### config.mk
export PLATFORM = sky130hd
export DESIGN_NAME = timing_ring_controller_flat
export DESIGN_NICKNAME = d
export VERILOG_FILES = /design/src/rtl/timing_ring_controller_if.sv /design/src/rtl/timing_ring_controller.sv /design/src/flat_wrapper.sv
export SDC_FILE = /design/constraint.sdc
export NUM_CORES = 1
export LEC_CHECK = 0
export CAP_MARGIN = 20
export CORE_ASPECT_RATIO = 0.9
export CORE_UTILIZATION = 46
export CTS_BUF_LIST = sky130_fd_sc_hd__clkbuf_8
export DETAILED_ROUTE_END_ITERATION = 8
export PLACE_DENSITY = 0.92
export SLEW_MARGIN = 25
export SYNTH_ARGS = -nofsm -noshare
export SYNTH_HDL_FRONTEND = slang
export SYNTH_SLANG_ARGS = --single-unit
### constraint.sdc
create_clock -name x -period 3 [get_ports x]
set_input_delay 0.6 -clock x [delete_from_list [all_inputs] [get_ports x]]
set_output_delay 0.6 -clock x [all_outputs]
set_load 0.01 [all_outputs]
### src/rtl/timing_ring_controller_if.sv
// timing_ring_controller_if: run-control and trigger-bank signals of the timing ring controller
interface timing_ring_controller_if #(parameter int NPOS = 10);
  logic            i_start;
  logic            i_stop;
  logic            i_single;
  logic            i_hold;
  logic [NPOS-1:0] i_trig_q;
  logic [NPOS-1:0] o_ring;
  logic [NPOS-1:0] o_gate_set;
  logic [NPOS-1:0] o_gate_clr;
  logic            o_ac_set;
  logic [NPOS-1:0] o_rst_clr_n;
  logic            o_running;
  logic            o_cycle_end;
  logic            o_fault;
  modport master (
    output i_start, i_stop, i_single, i_hold, i_trig_q,
    input  o_ring, o_gate_set, o_gate_clr, o_ac_set, o_rst_clr_n, o_running, o_cycle_end, o_fault
  );
  modport slave (
    input  i_start, i_stop, i_single, i_hold, i_trig_q,
    output o_ring, o_gate_set, o_gate_clr, o_ac_set, o_rst_clr_n, o_running, o_cycle_end, o_fault
  );
endinterface

### src/rtl/timing_ring_controller.sv
// timing_ring_controller: sequences a one-hot trigger ring with start/stop/single/hold control and ring checking
module timing_ring_controller #(
  parameter int NPOS   = 10,
  parameter bit CHK_EN = 1'b1
) (
  input logic                      x,
  input logic                      rst,
  timing_ring_controller_if.slave  bus
);
  typedef enum logic [1:0] {S_IDLE, S_CLEAR, S_RUN, S_FINISH} state_t;
  state_t          r_state, w_state;
  logic [NPOS-1:0] r_ring, r_gate_set, r_gate_clr, r_rst_clr_n;
  logic [NPOS-1:0] w_ring, w_gate_set, w_gate_clr, w_rst_clr_n, w_rot;
  logic            r_ac_set, r_running, r_cycle_end, r_fault, r_stop, r_start, r_chk;
  logic            w_ac_set, w_running, w_fault, w_stop, w_chk, w_frz;
  logic            w_bad, w_adv, w_end, w_done;
  assign w_bad  = CHK_EN && r_chk && (bus.i_trig_q != r_ring);
  assign w_adv  = r_state == S_RUN && !bus.i_hold && !w_bad;
  assign w_end  = w_adv && r_ring[NPOS-1];
  assign w_done = w_end && (bus.i_single || r_stop || bus.i_stop);
  assign w_rot  = {r_ring[NPOS-2:0], r_ring[NPOS-1]};
  always_ff @(posedge x) begin
    if (rst) begin
      r_state     <= S_IDLE;
      r_ring      <= '0;
      r_gate_set  <= '0;
      r_gate_clr  <= '0;
      r_ac_set    <= 1'b0;
      r_rst_clr_n <= '1;
      r_running   <= 1'b0;
      r_cycle_end <= 1'b0;
      r_fault     <= 1'b0;
      r_stop      <= 1'b0;
      r_start     <= 1'b0;
      r_chk       <= 1'b0;
    end else begin
      r_state     <= w_state;
      r_ring      <= w_ring;
      r_gate_set  <= w_gate_set;
      r_gate_clr  <= w_gate_clr;
      r_ac_set    <= w_ac_set;
      r_rst_clr_n <= w_rst_clr_n;
      r_running   <= w_running;
      r_cycle_end <= w_end;
      r_fault     <= w_fault;
      r_stop      <= w_stop;
      r_start     <= bus.i_start && r_state == S_IDLE;
      r_chk       <= w_chk;
    end
  end
  always_comb begin
    w_state = r_state;
    unique case (r_state)
      S_IDLE:   w_state = r_start ? S_CLEAR : S_IDLE;
      S_CLEAR:  w_state = S_RUN;
      S_RUN:    w_state = (w_bad || w_done) ? S_FINISH : S_RUN;
      S_FINISH: w_state = S_IDLE;
    endcase
  end
  // a held ring keeps its gates; leaving RUN drops everything to zero
  always_comb begin
    w_frz       = r_state == S_RUN && bus.i_hold;
    w_ring      = w_state != S_RUN ? '0 : r_state == S_CLEAR ? NPOS'(1) : w_adv ? w_rot : r_ring;
    w_gate_clr  = w_state != S_RUN ? '0 : w_frz ? r_gate_clr : w_ring;
    w_gate_set  = w_state != S_RUN ? '0 : w_frz ? r_gate_set : {w_ring[NPOS-2:0], w_ring[NPOS-1]};
    w_ac_set    = w_state == S_RUN && !bus.i_hold;
    w_rst_clr_n = w_state == S_CLEAR ? '0 : '1;
    w_running   = w_state != S_IDLE;
    w_fault     = r_fault || w_bad;
    w_chk       = w_adv && w_state == S_RUN;
    w_stop      = r_state == S_FINISH ? 1'b0 :
                  r_stop || (bus.i_stop && (r_state != S_IDLE || bus.i_start || r_start));
  end
  assign bus.o_ring      = r_ring;
  assign bus.o_gate_set  = r_gate_set;
  assign bus.o_gate_clr  = r_gate_clr;
  assign bus.o_ac_set    = r_ac_set;
  assign bus.o_rst_clr_n = r_rst_clr_n;
  assign bus.o_running   = r_running;
  assign bus.o_cycle_end = r_cycle_end;
  assign bus.o_fault     = r_fault;
  a_ring_onehot: assert property (@(posedge x) disable iff (rst)
    (r_state == S_RUN) ? $onehot(r_ring) : (r_ring == '0));
endmodule
### src/flat_wrapper.sv
// flat-port wrapper written by rule: the top's interface ports become plain ports
module timing_ring_controller_flat 
#(
  parameter int NPOS   = 10,
  parameter bit CHK_EN = 1'b1
)
  (x, rst, bus_i_start, bus_i_stop, bus_i_single, bus_i_hold, bus_i_trig_q, bus_o_ring, bus_o_gate_set, bus_o_gate_clr, bus_o_ac_set, bus_o_rst_clr_n, bus_o_running, bus_o_cycle_end, bus_o_fault);
  timing_ring_controller_if #(.NPOS(NPOS)) bus_i ();
  input logic x;
  input logic rst;
  input wire logic [$bits(bus_i.i_start)-1:0] bus_i_start;
  input wire logic [$bits(bus_i.i_stop)-1:0] bus_i_stop;
  input wire logic [$bits(bus_i.i_single)-1:0] bus_i_single;
  input wire logic [$bits(bus_i.i_hold)-1:0] bus_i_hold;
  input wire logic [$bits(bus_i.i_trig_q)-1:0] bus_i_trig_q;
  output wire logic [$bits(bus_i.o_ring)-1:0] bus_o_ring;
  output wire logic [$bits(bus_i.o_gate_set)-1:0] bus_o_gate_set;
  output wire logic [$bits(bus_i.o_gate_clr)-1:0] bus_o_gate_clr;
  output wire logic [$bits(bus_i.o_ac_set)-1:0] bus_o_ac_set;
  output wire logic [$bits(bus_i.o_rst_clr_n)-1:0] bus_o_rst_clr_n;
  output wire logic [$bits(bus_i.o_running)-1:0] bus_o_running;
  output wire logic [$bits(bus_i.o_cycle_end)-1:0] bus_o_cycle_end;
  output wire logic [$bits(bus_i.o_fault)-1:0] bus_o_fault;
  assign bus_i.i_start = bus_i_start;
  assign bus_i.i_stop = bus_i_stop;
  assign bus_i.i_single = bus_i_single;
  assign bus_i.i_hold = bus_i_hold;
  assign bus_i.i_trig_q = bus_i_trig_q;
  assign bus_o_ring = bus_i.o_ring;
  assign bus_o_gate_set = bus_i.o_gate_set;
  assign bus_o_gate_clr = bus_i.o_gate_clr;
  assign bus_o_ac_set = bus_i.o_ac_set;
  assign bus_o_rst_clr_n = bus_i.o_rst_clr_n;
  assign bus_o_running = bus_i.o_running;
  assign bus_o_cycle_end = bus_i.o_cycle_end;
  assign bus_o_fault = bus_i.o_fault;
  timing_ring_controller #(.NPOS(NPOS), .CHK_EN(CHK_EN)) u_core (.x(x), .rst(rst), .bus(bus_i));
endmodule
==> results.md, run 1 <==
- Maximum number of pins on one net before global-route repair: 11
- Fmax: 379 MHz
- Number of buffers on the longest clock path: 2
- Crit path cell chain: clkdlybuf4s50_1 > xor2_1 > nor4_2 > a31oi_1 > or3b_1 > buf_4 > mux2i_1 > o2bb2ai_1
- Seq/Total Area, Yosys: 43.6%
- Count of clock tree sinks: 30
- Type of origin of the critical path: primary input
- Slowest cell delay on critical path: 0.48 ns
- Wire length on met3: 279 um
- Total routed wire length on the met1 layer: 1370 um
- Average wire length per cell after detail routing: 14.7 um
- Postcts setup bufs: 0
- Max-cap viol count: 0
- Die X: 59.7 um
- FF-to-FF path depth: 8
- Total core area: 2790 um2
- Growth of design area from synthesis to finish: 43.2%
- Period minus WS final: 2.64 ns
- Final cell utilization of the core: 70.7%
- Placement row count: 18
- Finish-stage setup viols: 0
- Yosys warns: 0
- Met2 routed WL: 1530 um
- IO Pins: 60
- Prevailing post-synth register cell: sky130_fd_sc_hd__dfxtp_1
- Critical path origin: bus_i_trig_q[0]
- Via density: 5.15
- Effective utilization at floorplan: 49.4%
- Initial DRC count: 15
- Buffer cell driving the clock tree root: sky130_fd_sc_hd__clkbuf_8
- Number of nets still failing antenna checks after routing: 0
- Post-Synthesis Mean Instance Area: 10.1 um2
- Leftover overflow at the end of global routing: 0
- Worst hold-check path type: reg -> reg
- Synthesized instance count: 136
- Startpoint-to-endpoint class of the critical path: in -> reg
- Overall track demand over capacity in global routing: 22.0%
- Hold violation total from the final report: 0
- Worst slew margin relative to its limit: 68.7%
- HPWL Detailed: 2370 um
- Remaining design rule violation count: 0
- Highest-count cells in the layout ignoring fill and taps: 59 x sky130_fd_sc_hd__clkdlybuf4s50_1, 30 x sky130_fd_sc_hd__dfxtp_1, 18 x sky130_fd_sc_hd__nor2_1, 10 x sky130_fd_sc_hd__xor2_1
- Die H: 53.9 um
- Power Dens Cells: 460 nW/um2
- Setup TNS: 0 ns
- Required time worst endpoint: 3.16 ns
- Number of logic stages on the critical path including buffering: 8
- Routed wire length: 3260 um
- Initial antenna violation count: 0
- Slew @ Worst Pin: 0.469 ns
- Setup repair after global routing missed its margin: false
- Layout cells sized above 1: 7.69%
- Post-route fraction of the period consumed by the critical path: 87.9%
- TritonRoute pass-1 iters: 4
- Origin of the critical flop-to-flop path: u_core.r_state[0]
- First-pass GRT wire length: 4860 um
- Worst path slowest cell: sky130_fd_sc_hd__or3b_1
- Clock Skew: 0.00253 ns
- Post-synth EDFFs: 0
- Cell family contributing the most delay on the critical path: simple AND/OR/NAND/NOR gates
- Crit path to: u_core.bus.o_gate_clr[1]
- Cell count of the worst hold path: 1
- Kind of capture point of the worst setup path: flop
- IO buf count: 59
- Via count of the first global-routing pass: 1104
- R2R Setup Slk: 0.74 ns
- Data arrival, critical path: 2.79 ns
- Critical path buffer and inverter count: 2
- Capture point of the worst reg-to-reg path: u_core.bus.o_gate_clr[5]
- Number of hold-repair buffers added at the cts stage: 0
- Final layout net count: 203
- Number of resized instances in the post-cts repair step: 0
- Leakage: 0.800 nW
- Vias post-DR: 1143
- Run status: finished clean
- Area enclosed by the die boundary: 3220 um2
- H-tree levels: 2
- Flops & latches, synth: 30
- Most common cell after layout, fill and taps aside: sky130_fd_sc_hd__clkdlybuf4s50_1
- Antenna diode count: 0
- Source-to-sink clock delay at the later pin of the worst-skew pair: 0.28 ns
- Clock tree from TritonCTS: built
- Number of library cell types mapped by synthesis: 27
- Count of pins over their slew limit: 0
- Mapped Nets: 157
- Synthesized cell area: 1380 um2
- Max FO, Critical Path: 7
- Worst-path clk slew: 0.06 ns
- Post-synth ARST share: 0%
- Final estimated routing congestion in global placement: 0.873
- Inserted Clock Buffers: 5
- IR Drop Worst-Case VDD: 0.377 mV
- Max Used Layer: met4
[logic make-up after synthesis]
logic type / count (synthesis) / share of synthesized area [%]
AOI/OAI and AO/OA: 18 / 10.3
xor gates and xnor gates: 10 / 6.35
adders and majority gates: 5 / 4.54
buffers and inverters: 26 / 13.6
DFF: 30 / 43.6
muxes: 9 / 6.53
and+or+nand+nor: 38 / 15.2
[worst min path at each step]
stage,start,to
CTS,u_core.bus.o_gate_clr[4],u_core.bus.o_gate_clr[4]
finish,u_core.bus.o_gate_clr[4],u_core.bus.o_gate_clr[4]
detailed placement,u_core.bus.o_gate_clr[6],u_core.bus.o_gate_clr[6]
global placement,u_core.bus.o_gate_set[0],u_core.bus.o_gate_set[0]
floorplan,u_core.r_stop,u_core.r_stop
global route,u_core.bus.o_gate_clr[2],u_core.bus.o_gate_clr[2]
[per-layer routing]
metal | GRT usage, % | vias to the layer above
li1 | - | 540
met1 | 23.2 | 533
met2 | 35.6 | 61
met3 | 9.62 | 9
met4 | 15.1 | 0
met5 | 0 | -
[report_power, final]
part / switching (mW) / internal, mW
combinational: 0.0375 / 0.0487
clock: 0.147 / 0.265
sequential: 0.00473 / 0.405
total: 0.189 / 0.719
[synthesized netlist by cell type (2+ instances only)]
cell type	instances	area [um2]
sky130_fd_sc_hd__a211o_1	2	17.5
sky130_fd_sc_hd__a21oi_1	2	10.0
sky130_fd_sc_hd__a31oi_1	2	12.5
sky130_fd_sc_hd__and3b_1	2	17.5
sky130_fd_sc_hd__buf_4	20	150
sky130_fd_sc_hd__buf_6	2	22.5
sky130_fd_sc_hd__dfxtp_1	30	601
sky130_fd_sc_hd__ha_1	5	62.6
sky130_fd_sc_hd__inv_1	4	15.0
sky130_fd_sc_hd__mux2i_1	9	90.1
sky130_fd_sc_hd__nand2_1	6	22.5
sky130_fd_sc_hd__nor2_1	18	67.6
sky130_fd_sc_hd__nor3_1	3	15.0
sky130_fd_sc_hd__o2bb2ai_1	9	78.8
sky130_fd_sc_hd__xor2_1	10	87.6
[per-stage QoR]
step / area (um2) / setup slack (ns) / power [mW] / hold slack [ns] / cells
final: 1970 / 0.364 / 0.908 / 0.487 / 222
after floorplan: 1380 / 0.816 / 0.465 / 0.481 / 136
after global routing: 1970 / 0.242 / 0.935 / 0.511 / 222
after global placement: 1860 / 0.228 / 0.501 / 0.469 / 215
after CTS: 1970 / 0.375 / 0.912 / 0.493 / 222
after detailed placement: 1860 / 0.160 / 0.504 / 0.471 / 215
[registers in the layout, indices dropped and copies added, names as in the netlist]
signal and count:
u_core.r_state 2, u_core.bus.o_ring 10, u_core.bus.o_fault 1, u_core.bus.o_ac_set 1, u_core.bus.o_cycle_end 1, u_core.r_start 1, u_core.bus.o_running 1, u_core.bus.o_gate_clr 9
u_core.bus.o_rst_clr_n 1, u_core.r_chk 1, u_core.bus.o_gate_set 1, u_core.r_stop 1
[final cells by class]
| class | count | area [um2] |
|---|---|---|
| fillers | 217 | 818 |
| well taps | 40 | 50.0 |
| multi-input cells | 80 | 591 |
| inverters | 4 | 15.0 |
| clock inverters | 1 | 30.0 |
| flip-flops and latches | 30 | 601 |
| clock buffers | 6 | 82.6 |
| repair buffers | 61 | 606 |
No activity file was read; power rests on OpenSTA's default activity.
==> inputs of run 2 (changes only) <==
- ABC_CLOCK_PERIOD_IN_PS: not set -> 3000
- CTS_CLUSTER_SIZE: not set -> 8
==> results of run 2 <==
Final layout, timing and power as in run 1 (identical DEF).
==> inputs of run 3 (changes only) <==
- CTS_BUF_LIST: sky130_fd_sc_hd__clkbuf_8 -> sky130_fd_sc_hd__clkbuf_2 sky130_fd_sc_hd__clkbuf_4 sky130_fd_sc_hd__clkbuf_8
==> results.md, run 3 (synthesized netlist as in run 1, its figures left out) <==
- Post-route fraction of the period consumed by the critical path: 84.2%
- Leakage: 0.787 nW
- Source-to-sink clock delay at the later pin of the worst-skew pair: 0.33 ns
- Average wire length per cell after detail routing: 14.5 um
- Most common cell after layout, fill and taps aside: sky130_fd_sc_hd__clkdlybuf4s50_1
- Remaining design rule violation count: 0
- Vias post-DR: 1119
- Effective utilization at floorplan: 49.4%
- Slew @ Worst Pin: 0.478 ns
- Final layout net count: 203
- Setup slack of the critical path after layout: 0.474 ns
- Postcts setup bufs: 0
- Setup slack at placement: 0.160 ns
- Run status: finished clean
- Net Sw Frac: 22.3%
- Number of resized instances in the post-cts repair step: 0
- Placement row count: 18
- Initial DRC count: 11
- Worst slew margin relative to its limit: 68.1%
- IO Pins: 60
- Worst-path clk slew: 0.10 ns
- Power Dens Cells: 428 nW/um2
- Sequential share of power: 49.1%
- HPWL Detailed: 2370 um
- Clock group share of total power: 40.5%
- Antenna diode count: 0
- Period minus WS final: 2.53 ns
- Count of clock tree sinks: 30
- Final estimated routing congestion in global placement: 0.873
- Max FFs per register: 10
- IO buf count: 59
- Leftover overflow at the end of global routing: 0
- Fmax: 396 MHz
- Type of origin of the critical path: primary input
- Clock tree from TritonCTS: built
- Kind of capture point of the worst setup path: flop
- Number of nets still failing antenna checks after routing: 0
- Layout cells sized above 1: 7.69%
- Required time worst endpoint: 3.23 ns
- Clock Skew: 0.00430 ns
- Finish-stage setup viols: 0
- Worst hold-check path type: reg -> reg
- Final standard cell count with taps included and fillers excluded: 222
- Max-cap viol count: 0
- Growth of design area from synthesis to finish: 40.9%
- Routed wire length: 3220 um
- Die H: 53.9 um
- Setup TNS: 0 ns
- Total net switching power: 0.185 mW
- Number of buffers on the longest clock path: 2
- First-pass GRT wire length: 4810 um
- TritonRoute pass-1 iters: 4
- Total core area: 2790 um2
- Area enclosed by the die boundary: 3220 um2
- Buffer cell driving the clock tree root: sky130_fd_sc_hd__clkbuf_4
- Max FO, Critical Path: 5
- Setup repair after global routing missed its margin: false
- Cell internal pwr: 0.647 mW
- Highest-count cells in the layout ignoring fill and taps: 59 x sky130_fd_sc_hd__clkdlybuf4s50_1, 30 x sky130_fd_sc_hd__dfxtp_1, 18 x sky130_fd_sc_hd__nor2_1, 10 x sky130_fd_sc_hd__xor2_1
- Number of hold-repair buffers added at the cts stage: 0
- Via density: 5.04
- Overall track demand over capacity in global routing: 21.4%
- Number of cells in the design after placement: 215
- Hold violation total from the final report: 0
- H-tree levels: 2
- Inserted Clock Buffers: 5
- Gate power share: 10.4%
- Count of pins over their slew limit: 0
- IR Drop Worst-Case VDD: 0.357 mV
- Initial antenna violation count: 0
- Die X: 59.7 um
- Maximum number of pins on one net before global-route repair: 11
- Startpoint-to-endpoint class of the critical path: in -> reg
- Via count of the first global-routing pass: 1083
- Data arrival, critical path: 2.76 ns
[run 3: cell counts in the layout (fill, tap and decap cells not counted)]
No cell type changed its count.
[run 3: worst paths after layout]
kind | start | endpoint | slack [ns] | depth (start not counted)
setup reg to reg | u_core.r_state[0] | u_core.bus.o_gate_clr[5] | 0.74 | 8
hold reg to reg | u_core.bus.o_gate_clr[4] | u_core.bus.o_gate_clr[4] | 0.49 | 1
setup / recovery | bus_i_trig_q[0] | u_core.bus.o_gate_clr[0] | 0.47 | 7
hold / removal | u_core.bus.o_gate_clr[4] | u_core.bus.o_gate_clr[4] | 0.49 | 1
[run 3: area by class of cell]
type	instances	area [um2]
sequential	30	601
tap	40	50.0
clock buffer	6	51.3
multi-input combinational	80	591
fill	222	850
timing repair buffer	61	606
inverter	4	15.0
clock inverter	1	30.0
[run 3: power by group through the flow]
stage	Clock [mW]	Combinational (mW)	Sequential (mW)
2_1_floorplan	0	0.0464	0.419
3_3_place_gp	0	0.0834	0.418
3_5_place_dp	0	0.0854	0.419
4_1_cts	0.337	0.0861	0.409
5_1_grt	0.345	0.0934	0.410
6_report	0.337	0.0864	0.409
[run 3: routing by layer]
layer | vias up | global-route usage, % | routed length [um]
li1 | 535 | - | -
met2 | 54 | 35.7 | 1520
met4 | 0 | 13.6 | 63
met3 | 7 | 6.01 | 220
met1 | 523 | 24.3 | 1410
met5 | - | 0 | 0
[run 3: worst max-delay path, stage by stage]
cell and delay, ns:
sky130_fd_sc_hd__clkdlybuf4s50_1 0.42, sky130_fd_sc_hd__xor2_1 0.18, sky130_fd_sc_hd__nor4_2 0.34, sky130_fd_sc_hd__a31oi_1 0.19, sky130_fd_sc_hd__or3b_1 0.48, sky130_fd_sc_hd__a211o_1 0.34, sky130_fd_sc_hd__a22o_1 0.20
[run 3: stage by stage]
step,hold WS (ns),util (%),power [mW],cell area (um2)
6_report,0.491,69.6,0.832,1940
5_1_grt,0.516,69.6,0.849,1940
4_1_cts,0.498,69.6,0.832,1940
3_5_place_dp,0.471,66.7,0.504,1860
3_3_place_gp,0.469,66.7,0.501,1860
2_1_floorplan,0.481,-,0.465,1380
